`src/rtl/pal_cfg_serializer.sv`:
```
// pal_cfg_serializer: feeds the PAL serial configuration port (CFG/EN) from a
// valid/ready byte stream. Words are shifted out LSB-first, one bit per clock,
// with EN_OUT high only on cycles that carry a configuration bit. DONE pulses
// once after CFG_BITS bits. Optional CRC-8 trailer check: define PAL_CFG_CRC_EN.
module pal_cfg_serializer #(
    parameter int CFG_BITS = 80,
    parameter int W        = 8
) (
    input  logic         CLK,
    input  logic         RES_N,
    input  logic [W-1:0] S_DATA,
    input  logic         S_VALID,
    output logic         S_READY,
    input  logic         ABORT,
    output logic         CFG_OUT,
    output logic         EN_OUT,
    output logic         BUSY,
    output logic         DONE
`ifdef PAL_CFG_CRC_EN
    ,
    output logic         CRC_ERR
`endif
);

    localparam int RW = $clog2(CFG_BITS + 1);
    localparam int BW = $clog2(W + 1);

`ifdef PAL_CFG_CRC_EN
    typedef enum logic [2:0] {IDLE, SHIFT, WAIT, CRC_WAIT, FIN} state_t;
`else
    typedef enum logic [2:0] {IDLE, SHIFT, WAIT, FIN} state_t;
`endif

    state_t        state, state_nxt;
    logic [W-1:0]  shreg, shreg_nxt;
    logic [BW-1:0] word_bits, word_bits_nxt;
    logic [RW-1:0] remaining, remaining_nxt;
    logic          accept;
    logic          last_of_word;

`ifdef PAL_CFG_CRC_EN
    logic [7:0] crc, crc_nxt;
    logic       crc_err, crc_err_nxt;

    // CRC-8, poly 0x07, MSB-first, one serial bit per call
    function automatic logic [7:0] crc_step(input logic [7:0] c, input logic b);
        logic fb;
        fb = c[7] ^ b;
        return {c[6:0], 1'b0} ^ (fb ? 8'h07 : 8'h00);
    endfunction

    assign CRC_ERR = crc_err;
`endif

    // Number of bits to shift from a freshly loaded word: min(W, bits left)
    function automatic logic [BW-1:0] load_bits(input logic [RW-1:0] rem);
        if (rem > RW'(W))
            return BW'(W);
        else
            return BW'(rem);
    endfunction

    assign last_of_word = (word_bits == BW'(1)) && (remaining > RW'(1));

    // Ready is withheld during reset and abort so a word is never consumed then
    always_comb begin
        S_READY = 1'b0;
        case (state)
            IDLE, WAIT: S_READY = 1'b1;
            SHIFT:      S_READY = last_of_word;
`ifdef PAL_CFG_CRC_EN
            CRC_WAIT:   S_READY = 1'b1;
`endif
            default:    S_READY = 1'b0;
        endcase
        if (!RES_N || ABORT)
            S_READY = 1'b0;
    end

    assign accept = S_VALID & S_READY;

    // Next-state, datapath update and registered-state-derived outputs
    always_comb begin
        state_nxt     = state;
        shreg_nxt     = shreg;
        word_bits_nxt = word_bits;
        remaining_nxt = remaining;
        EN_OUT        = 1'b0;
        CFG_OUT       = 1'b0;
        DONE          = 1'b0;
        BUSY          = (state != IDLE);
`ifdef PAL_CFG_CRC_EN
        crc_nxt       = crc;
        crc_err_nxt   = crc_err;
`endif
        case (state)
            IDLE: begin
                if (accept) begin
                    shreg_nxt     = S_DATA;
                    remaining_nxt = RW'(CFG_BITS);
                    word_bits_nxt = load_bits(RW'(CFG_BITS));
                    state_nxt     = SHIFT;
`ifdef PAL_CFG_CRC_EN
                    crc_nxt       = '0;
                    crc_err_nxt   = 1'b0;
`endif
                end
            end
            SHIFT: begin
                EN_OUT        = 1'b1;
                CFG_OUT       = shreg[0];
                shreg_nxt     = shreg >> 1;
                word_bits_nxt = word_bits - BW'(1);
                remaining_nxt = remaining - RW'(1);
`ifdef PAL_CFG_CRC_EN
                crc_nxt       = crc_step(crc, shreg[0]);
`endif
                if (remaining == RW'(1)) begin
`ifdef PAL_CFG_CRC_EN
                    state_nxt = CRC_WAIT;
`else
                    state_nxt = FIN;
`endif
                end else if (word_bits == BW'(1)) begin
                    // reload in the last-bit cycle keeps EN_OUT continuous
                    if (accept) begin
                        shreg_nxt     = S_DATA;
                        word_bits_nxt = load_bits(remaining - RW'(1));
                    end else begin
                        state_nxt = WAIT;
                    end
                end
            end
            WAIT: begin
                if (accept) begin
                    shreg_nxt     = S_DATA;
                    word_bits_nxt = load_bits(remaining);
                    state_nxt     = SHIFT;
                end
            end
`ifdef PAL_CFG_CRC_EN
            CRC_WAIT: begin
                if (accept) begin
                    crc_err_nxt = (8'(S_DATA) != crc);
                    state_nxt   = FIN;
                end
            end
`endif
            FIN: begin
                DONE      = 1'b1;
                state_nxt = IDLE;
            end
            default: state_nxt = IDLE;
        endcase
        if (ABORT) begin
            state_nxt     = IDLE;
            shreg_nxt     = '0;
            word_bits_nxt = '0;
            remaining_nxt = '0;
`ifdef PAL_CFG_CRC_EN
            crc_nxt       = '0;
            crc_err_nxt   = 1'b0;
`endif
        end
    end

    // State and datapath registers with synchronous active-low reset
    always_ff @(posedge CLK) begin
        if (!RES_N) begin
            state     <= IDLE;
            shreg     <= '0;
            word_bits <= '0;
            remaining <= '0;
`ifdef PAL_CFG_CRC_EN
            crc       <= '0;
            crc_err   <= 1'b0;
`endif
        end else begin
            state     <= state_nxt;
            shreg     <= shreg_nxt;
            word_bits <= word_bits_nxt;
            remaining <= remaining_nxt;
`ifdef PAL_CFG_CRC_EN
            crc       <= crc_nxt;
            crc_err   <= crc_err_nxt;
`endif
        end
    end

endmodule

```
`config.mk`:
```
export PLATFORM = sky130hd
export DESIGN_NAME = pal_cfg_serializer
export DESIGN_NICKNAME = d
export VERILOG_FILES = /design/src/rtl/pal_cfg_serializer.sv
export SDC_FILE = /design/constraint.sdc
export NUM_CORES = 1
export LEC_CHECK = 0
export ABC_CLOCK_PERIOD_IN_PS = 2200
export CORE_MARGIN = 5
export CORE_UTILIZATION = 50
export CTS_CLUSTER_DIAMETER = 80
export CTS_CLUSTER_SIZE = 12
export DETAILED_ROUTE_END_ITERATION = 16
export PLACE_DENSITY_LB_ADDON = 0.1
export SYNTH_ARGS = -nofsm -noshare
export SYNTH_HDL_FRONTEND = slang
export SYNTH_SLANG_ARGS = --single-unit
```
`constraint.sdc`:
```
create_clock -name CLK -period 2.2 [get_ports CLK]
set_input_delay 0.33 -clock CLK [delete_from_list [all_inputs] [get_ports CLK]]
set_output_delay 0.33 -clock CLK [all_outputs]
set_load 0.02 [all_outputs]
```
Word-level counts from Yosys, hierarchy flattened
Index checks and enable logic that the tools add are counted.
{ "totals": {"elab_cells": 60, "reg_bits": 22, "in_bits": 12} }
{ "classes": {"muxes": 25, "n_bitwise": 2, "reduce_logical": 14, "add_sub_neg": 2, "eq_ne": 10, "order_cmp": 3} }
{ "op_table": {"columns": ["operator", "n"], "rows": [
  ["$mux W8", 4],
  ["$mux W4", 7],
  ["$pmux W8 S2", 1],
  ["$gt A7 B4 Y1 const B", 2],
  ["$pmux W7 S2", 1],
  ["$mux W3", 4],
  ["$pmux W4 S3", 1],
  ["$eq A7 B1 Y1 const B", 1],
  ["$gt A7 B1 Y1 const B", 1],
  ["$mux W7", 1],
  ["$sub A7 B1 Y7 const B", 1],
  ["$eq A3 B2 Y1 const B", 2],
  ["$ne A3 B3 Y1 const B", 2],
  ["$pmux W3 S2", 1],
  ["$reduce_and A3 Y1", 2],
  ["$reduce_bool A3 Y1", 2],
  ["$eq A4 B1 Y1 const B", 1],
  ["$mux W1", 4],
  ["$ne A2 B2 Y1 const B", 2],
  ["$reduce_and A2 Y1", 2],
  ["$reduce_bool A2 Y1", 2],
  ["$reduce_or A2 Y1", 2],
  ["$sub A4 B1 Y4 const B", 1],
  ["$eq A3 B1 Y1 const B", 1],
  ["8 further kinds", 8]
]} }

Depth between registers and ports, before layout
Gate-level depths: netlist of run 1.
{ "depth": {"depth_word": 9, "ltp_mapped": 9, "depth_no_buf": 8} }

Worst setup path after synthesis of run 1
Ideal clock, no wire load.
{ "synth_path": {"kind": "reg-to-output", "start": "register state[0]", "end": "output S_READY", "required_time_ps": 1870, "setup_slack_ps": -243, "path_stages_with_launch": 7, "t_arrival_ps": 2113, "path_cell_list": "dfxtp_1 -> ha_1 -> clkbuf_1 -> inv_1 -> a311oi_1 -> a21oi_1 -> nor3_1"} }
{ "synth_between": {"elab_chain_cells": 4} }
{ "synth_lines": {"columns": ["item", "line", "rtl"], "rows": [
  ["start: declaration", "34", "state_t state, state_nxt;"],
  ["start signal: assignment", "179", "state <= state_nxt;"],
  ["$eq A3 B2 Y1 / $logic_not A3 Y1 (equally long branches)", "68", "case (state)"],
  ["$reduce_or A2 Y1 (no source line)", null, null],
  ["$pmux W1 S2 *", "68", null],
  ["$mux W1 *", "76", "if (!RES_N || ABORT)"],
  ["end: declaration", "13", "output logic S_READY,"]
]} }
Mark *: on every way between the ends. The rest lies on a longest branch, timed or not.

Worst setup path after layout of run 1
{ "layout_path": {"start": "register word_bits[1]", "end": "output S_READY"} }
{ "layout_between": {"elab_chain_cells": 4} }
{ "layout_lines": {"columns": ["item", "line", "rtl"], "rows": [
  ["start: declaration", "36", "logic [BW-1:0] word_bits, word_bits_nxt;"],
  ["start signal: assignment", "181", "word_bits <= word_bits_nxt;"],
  ["$eq A4 B1 Y1", "63", "assign last_of_word = (word_bits == BW'(1)) && (remaining > RW'(1));"],
  ["$logic_and A1 B1 Y1", "63", null],
  ["$pmux W1 S2", "68", null],
  ["$mux W1", "76", null]
]} }
Every way passes these cells.

==> impl_metrics.tcl, run 1 <==
set metrics [dict create \
    cts.reportedPaths.clkPinSlew_ns 0.12 \
    max-vdd-ir-drop_mv 0.208 \
    slowest_stage "or3b_4" \
    final_net_count 258 \
    holdCritPathClass "reg2reg" \
    grt_util_all_layers_pct 20.2 \
    dp_cells 259 \
    rsz0062_at_grt "true" \
    drt-wirelength-per-cell_um 15.7 \
    nFillCells 254 \
    drt_drc_violations_left 0 \
    cts_buffers 3 \
    num_io_pins 17 \
    post_synth_inst_count 190 \
    grt_pass1_wl_mm 6.78 \
    netlist.area_leader.share_pct 27.9 \
    hold_viol 0 \
    power_density_nw_per_um2 416 \
    slowest_delay_ns 0.39 \
    core.rowCount 20 \
    start_kind "flop" \
    worst_hold_path.endpoint "shreg[7]$_SDFFE_PP0P_" \
    timing_worst_slew_pin_value_ns 0.544 \
    areaGrowthSynthToFinish_pct 36.0 \
    clock_tree.htree_level_count 1 \
    instances_no_fill 269 \
    synthMostInstantiatedCell "dfxtp_1" \
    yosys_register_bits 21 \
    clk_root_buffer_cell "clkbuf_4" \
    r2r-start "word_bits[1]$_SDFFE_PP0P_" \
    design.core.area_um2 2980 \
    cts_num_sinks 21 \
    maxClockFrequency_mhz 443 \
    number_of_enable_flip_flop_cells_after_synthesis 0 \
    violated_checks "negative setup slack" \
    port_buffers 16 \
    gp_routability_congestion 0.880 \
    critical_path_class "reg2out" \
    num_vias 1626 \
    setup_ws_ns -0.0591 \
    diodes 0 \
    antenna_found_initial 0 \
    drt_pre_antenna_iters 4 \
    netlist.top_cell.by_area "dfxtp_1" \
    fin_crit_sh_pct 103 \
    cp_cell_sequence "inv_2 -> ha_4 -> or3b_4 -> a311oi_4 -> a21oi_2 -> nor3_2 -> buf_4" \
    crit_path_max_fanout 2 \
    mappedNetlistArea_um2 1510 \
    run_status "finished, violations left" \
    chipWidth_um 64.9 \
    worst_case_headroom_to_the_max_slew_limit_pct 63.5 \
    yosys_warnings 0 \
    postRouteAntennaNets 0 \
    cp-end-kind "output port" \
    synth_area_per_cell_um2 7.93 \
    drtIter0Drc 72 \
    die_height_um 64.9 \
    drv_slew 0 \
    timing.max_cap.violations 0 \
    min-delay-start "shreg[7]$_SDFFE_PP0P_" \
    clkLatencyLatePin_ns 0.31 \
    postSynthNetCount 211 \
    synth_area_leaders "dfxtp_1 28%, ha_1 7.5%, mux2i_1 6.6%" \
    synth_cell_type_count 49 \
    place.detailed.hpwl_mm 3.22 \
    floorplan.initialDensity_pct 50.6 \
    reg2reg_to "word_bits[1]$_SDFFE_PP0P_" \
    leakage_nw 0.836 \
    fin_worst_skew_ns 0.00365 \
    r2r_setup_slack_ns -0.04 \
    cp.required_ns 1.87 \
    grt_overflow 0 \
    cts.path.max_buffers 2 \
    ctsHoldBuffers 0 \
    cell_count_of_the_worst_hold_path 2 \
    smallest_hold_slack_ns 0.521 \
    asyncSetResetFlopFracSynth_pct 0 \
    setup-tns-final_ns -0.133 \
    fin_crit_ns 2.26 \
    setup-violations-final 3 \
    post_drt_via_cell_ratio 6.04 \
    drive_above_1_share_pct 25.4 \
    dominantRegCellSynth "dfxtp_1" \
    dieArea_um2 4210 \
    netlist_top_cells_count "21 x dfxtp_1, 18 x a21oi_1, 14 x inv_1, 14 x o21ai_0, 13 x nor2_1" \
    synth_sequential_area_ratio_pct 27.9 \
    first_global_vias 1539 \
    overall_routed_net_length_mm 4.21 \
    worst_ep_arrival_ns 1.93 \
    ff2ff_path_depth 10 \
    maximum_number_of_pins_on_one_net_before_global_route_repair 18 \
    tritoncts "done" \
]
==> routing by layer <==
metal	part of all wire, %	track usage [%]	vias up
met5	0	0	-
met2	49	36.5	57
met3	5.4	2.77	11
met4	2.1	7.92	0
met1	43	23.7	768
li1	-	-	790
==> cell type report <==
class / instances / area, µm² / share of cell area (%)
inverters: 14 / 52.6 / 2.56
well taps: 33 / 41.3 / 2.01
flip-flops and latches: 21 / 424 / 20.7
repair buffers: 54 / 450 / 22.0
multi-input cells: 143 / 1050 / 51.5
clock buffers: 4 / 26.3 / 1.28
==> timing repair <==
| action | CTS | global route |
|---|---|---|
| endpoints found under the hold margin | 0 | 0 |
| setup buffers | 2 | 4 |
| pin swaps | 4 | 2 |
| resized for setup | 10 | 14 |
| cloned | 0 | 1 |
| setup endpoints to repair | 3 | 13 |
==> registers in the layout (all words and copies together), names as in the netlist <==
name,cells
shreg,8
word_bits,4
remaining,7
state,2
==> power by group <==
group	switching, mW	leakage, nW	internal, mW	total (mW)
clock	0.121	0.0150	0.0708	0.192
combinational	0.139	0.650	0.120	0.259
sequential	0.00819	0.172	0.394	0.402
total	0.268	0.836	0.585	0.853
==> through the flow <==
step	instance area (µm²)	setup slack (ns)	utilization [%]	total power [mW]
CTS	1960	-0.0637	65.7	0.842
global placement	1900	-0.171	63.9	0.646
floorplan	1520	0.0427	-	0.559
detailed placement	1900	-0.250	63.9	0.650
finish	2050	-0.0591	68.8	0.853
global route	2050	-0.186	68.8	0.900
==> how the worst max path moves through the flow <==
stage / end / start / depth (start not counted)
global route: S_READY / word_bits[1]$_SDFFE_PP0P_ / 7
CTS: S_READY / word_bits[1]$_SDFFE_PP0P_ / 7
global placement: S_READY / word_bits[1]$_SDFFE_PP0P_ / 7
detailed placement: S_READY / word_bits[1]$_SDFFE_PP0P_ / 7
finish: S_READY / word_bits[1]$_SDFFE_PP0P_ / 7
floorplan: S_READY / state[0]$_SDFFE_PP0P_ / 6
==> critical path, delay by kind of cell (launching register included) <==
kind,cells,cell delay (ns)
and+or+nand+nor,2,0.57
AOI/OAI and AO/OA,2,0.36
DFF,1,0.35
buffers and inverters,2,0.23
adders and majority gates,1,0.12
==> cell usage in the layout, fill, tap and decap left out, types with 5 or more instances in the layout <==
master            n
a21oi_1          16
buf_4            36
clkdlybuf4s50_1  14
dfxtp_1          18
ha_1              8
inv_1            13
mux2i_1          10
nand2_1          10
nand3_1           5
nor2_1           13
nor3_1            7
o21ai_0          12
o21ai_1           5
==> cell families after synthesis <==
kind of cell / Yosys count / share of synthesized area [%]
multiplexers: 10 / 6.64
adder cells (fa/ha/maj): 9 / 7.48
AO/OA/AOI/OAI: 64 / 29.1
flip-flops: 21 / 27.9
AND/OR/NAND/NOR: 58 / 20.4
XOR/XNOR: 2 / 1.16
buffers and inverters: 26 / 7.31
(Power assumes the default switching activity.)
==> inputs of run 2 (changes only) <==
- PLACE_DENSITY: not set -> 0.72
- PLACE_DENSITY_LB_ADDON: 0.1 -> not set
==> impl_metrics.tcl, run 2 (same netlist as run 1, synthesis figures left out) <==
set metrics [dict create \
    run_status "finished, violations left" \
    violated_checks "negative setup slack" \
    cp_cell_sequence "inv_2 -> ha_1 -> or3b_4 -> a311oi_4 -> a21oi_2 -> nor3_2 -> buf_4" \
    cts_num_sinks 21 \
    core.rowCount 20 \
    drt_drc_violations_left 0 \
    slowest_stage "or3b_4" \
    holdCritPathClass "reg2reg" \
    clkLatencyLatePin_ns 0.32 \
    die_height_um 64.9 \
    post_cts.repair.setup_buffers 0 \
    ff2ff_path_depth 9 \
    cts_buffers 3 \
    areaGrowthSynthToFinish_pct 31.4 \
    dp_worst_setup_slack_ns -0.193 \
    ctsHoldBuffers 0 \
    postRouteAntennaNets 0 \
    fin_crit_sh_pct 102 \
    worstPathBufferInverterCount 2 \
    timing.critical_path.max_delay_family "simple AND/OR/NAND/NOR gates" \
    power_density_nw_per_um2 433 \
    timing_worst_slew_pin_value_ns 0.549 \
    setup-violations-final 1 \
    first_global_vias 1546 \
    port_buffers 16 \
    final_net_count 253 \
    timing.max_cap.violations 0 \
    cp_num_cells 7 \
    post_drt_via_cell_ratio 6.04 \
    drt_pre_antenna_iters 4 \
    maximum_number_of_pins_on_one_net_before_global_route_repair 18 \
    overall_routed_net_length_mm 3.90 \
    num_io_pins 17 \
    final_common_cell "buf_4" \
    worst_ep_arrival_ns 1.90 \
    drive_above_1_share_pct 22.1 \
    start_kind "flop" \
    cts.reportedPaths.clkPinSlew_ns 0.14 \
    crit_path_max_fanout 2 \
    cp.required_ns 1.87 \
    leakage_nw 0.807 \
    floorplan.initialDensity_pct 50.6 \
    drtIter0Drc 63 \
    maxClockFrequency_mhz 448 \
    hold_viol 0 \
    grt_util_all_layers_pct 19.3 \
    slowest_delay_ns 0.39 \
    cell_count_of_the_worst_hold_path 2 \
    worst_case_headroom_to_the_max_slew_limit_pct 63.1 \
    largest_register_ff_count 8 \
    fin_worst_skew_ns 0.0117 \
    grt_pass1_wl_mm 6.54 \
    chipWidth_um 64.9 \
    tritoncts "done" \
    clock_tree.htree_level_count 1 \
    rsz0062_at_grt "true" \
    cp-end-kind "output port" \
    gp_routability_congestion 0.899 \
    critical_path_class "reg2out" \
    clk_root_buffer_cell "clkbuf_4" \
    cts.path.max_buffers 2 \
    max-vdd-ir-drop_mv 0.246 \
    largest_registers "shreg: 8 flops, remaining: 7 flops, word_bits: 4 flops" \
    drv_slew 0 \
    dieArea_um2 4210 \
    drt-wirelength-per-cell_um 14.8 \
    place.detailed.hpwl_mm 3.01 \
    setup_ws_ns -0.0344 \
    registers.top_by_ff_count "shreg" \
    totalPowerFinal_mw 0.856 \
    design.core.area_um2 2980 \
    fin_crit_ns 2.23 \
    num_vias 1594 \
    antenna_found_initial 0 \
    diodes 0 \
    grt_overflow 0 \
    commonest_cells_after_routing_fill_and_taps_aside "33 x buf_4, 19 x dfxtp_1, 17 x a21oi_1" \
]
-- run 2: tightest hold or removal path, stage by stage (launching register included) --
cell     delay (ns)
dfxtp_1        0.35
mux2i_1        0.07
nor2_1         0.07
-- run 2: area by class of cell --
class	count	area [µm²]
Clock buffer	3	22.5
Clock inverter	1	5.00
Fill cell	250	998
Inverter	14	52.6
Multi-Input combinational cell	143	1020
Sequential cell	21	423
Tap cell	33	41.3
Timing Repair Buffer	49	419
-- run 2: stage by stage --
stage,instances,utilization (%),setup TNS (ns),cell area [µm²],hold WS (ns)
4_1_cts,264,65.5,-0.0465,1950,0.520
5_1_grt,264,66.5,-0.196,1980,0.578
6_report,264,66.5,-0.0344,1980,0.514
3_5_place_dp,260,64.5,-0.285,1920,0.488
3_3_place_gp,260,64.5,-0.230,1920,0.478
2_1_floorplan,190,-,0,1520,0.455
-- run 2: layer usage --
metal / vias to the layer above / wire length (µm) / track usage [%]
met5: - / 0 / 0
met4: 0 / 53 / 8.18
met3: 8 / 212 / 4.33
met2: 60 / 1900 / 32.4
met1: 746 / 1730 / 23.4
li1: 780 / - / -
-- run 2: report_power, final --
| part | leakage, nW | switching [mW] | internal (mW) |
|---|---|---|---|
| Combinational | 0.618 | 0.135 | 0.118 |
| Sequential | 0.171 | 0.00851 | 0.394 |
| Clock | 0.0177 | 0.132 | 0.0681 |
| Total | 0.807 | 0.276 | 0.580 |
-- run 2: repair_timing --
item,4_1_cts,5_1_grt
setup endpoints to repair,4,12
endpoints found under the hold margin,0,0
pin swaps,5,2
cloned,0,0
gates resized for setup,8,6
-- run 2: path summary, 6_finish.rpt --
| kind | start | to | slack (ns) |
|---|---|---|---|
| worst min register to register | shreg[7]$_SDFFE_PP0P_ | shreg[7]$_SDFFE_PP0P_ | 0.51 |
| worst max-delay path | word_bits[1]$_SDFFE_PP0P_ | S_READY | -0.03 |
| worst max register to register | word_bits[1]$_SDFFE_PP0P_ | word_bits[1]$_SDFFE_PP0P_ | 0.06 |
| worst min-delay path | shreg[7]$_SDFFE_PP0P_ | shreg[7]$_SDFFE_PP0P_ | 0.51 |
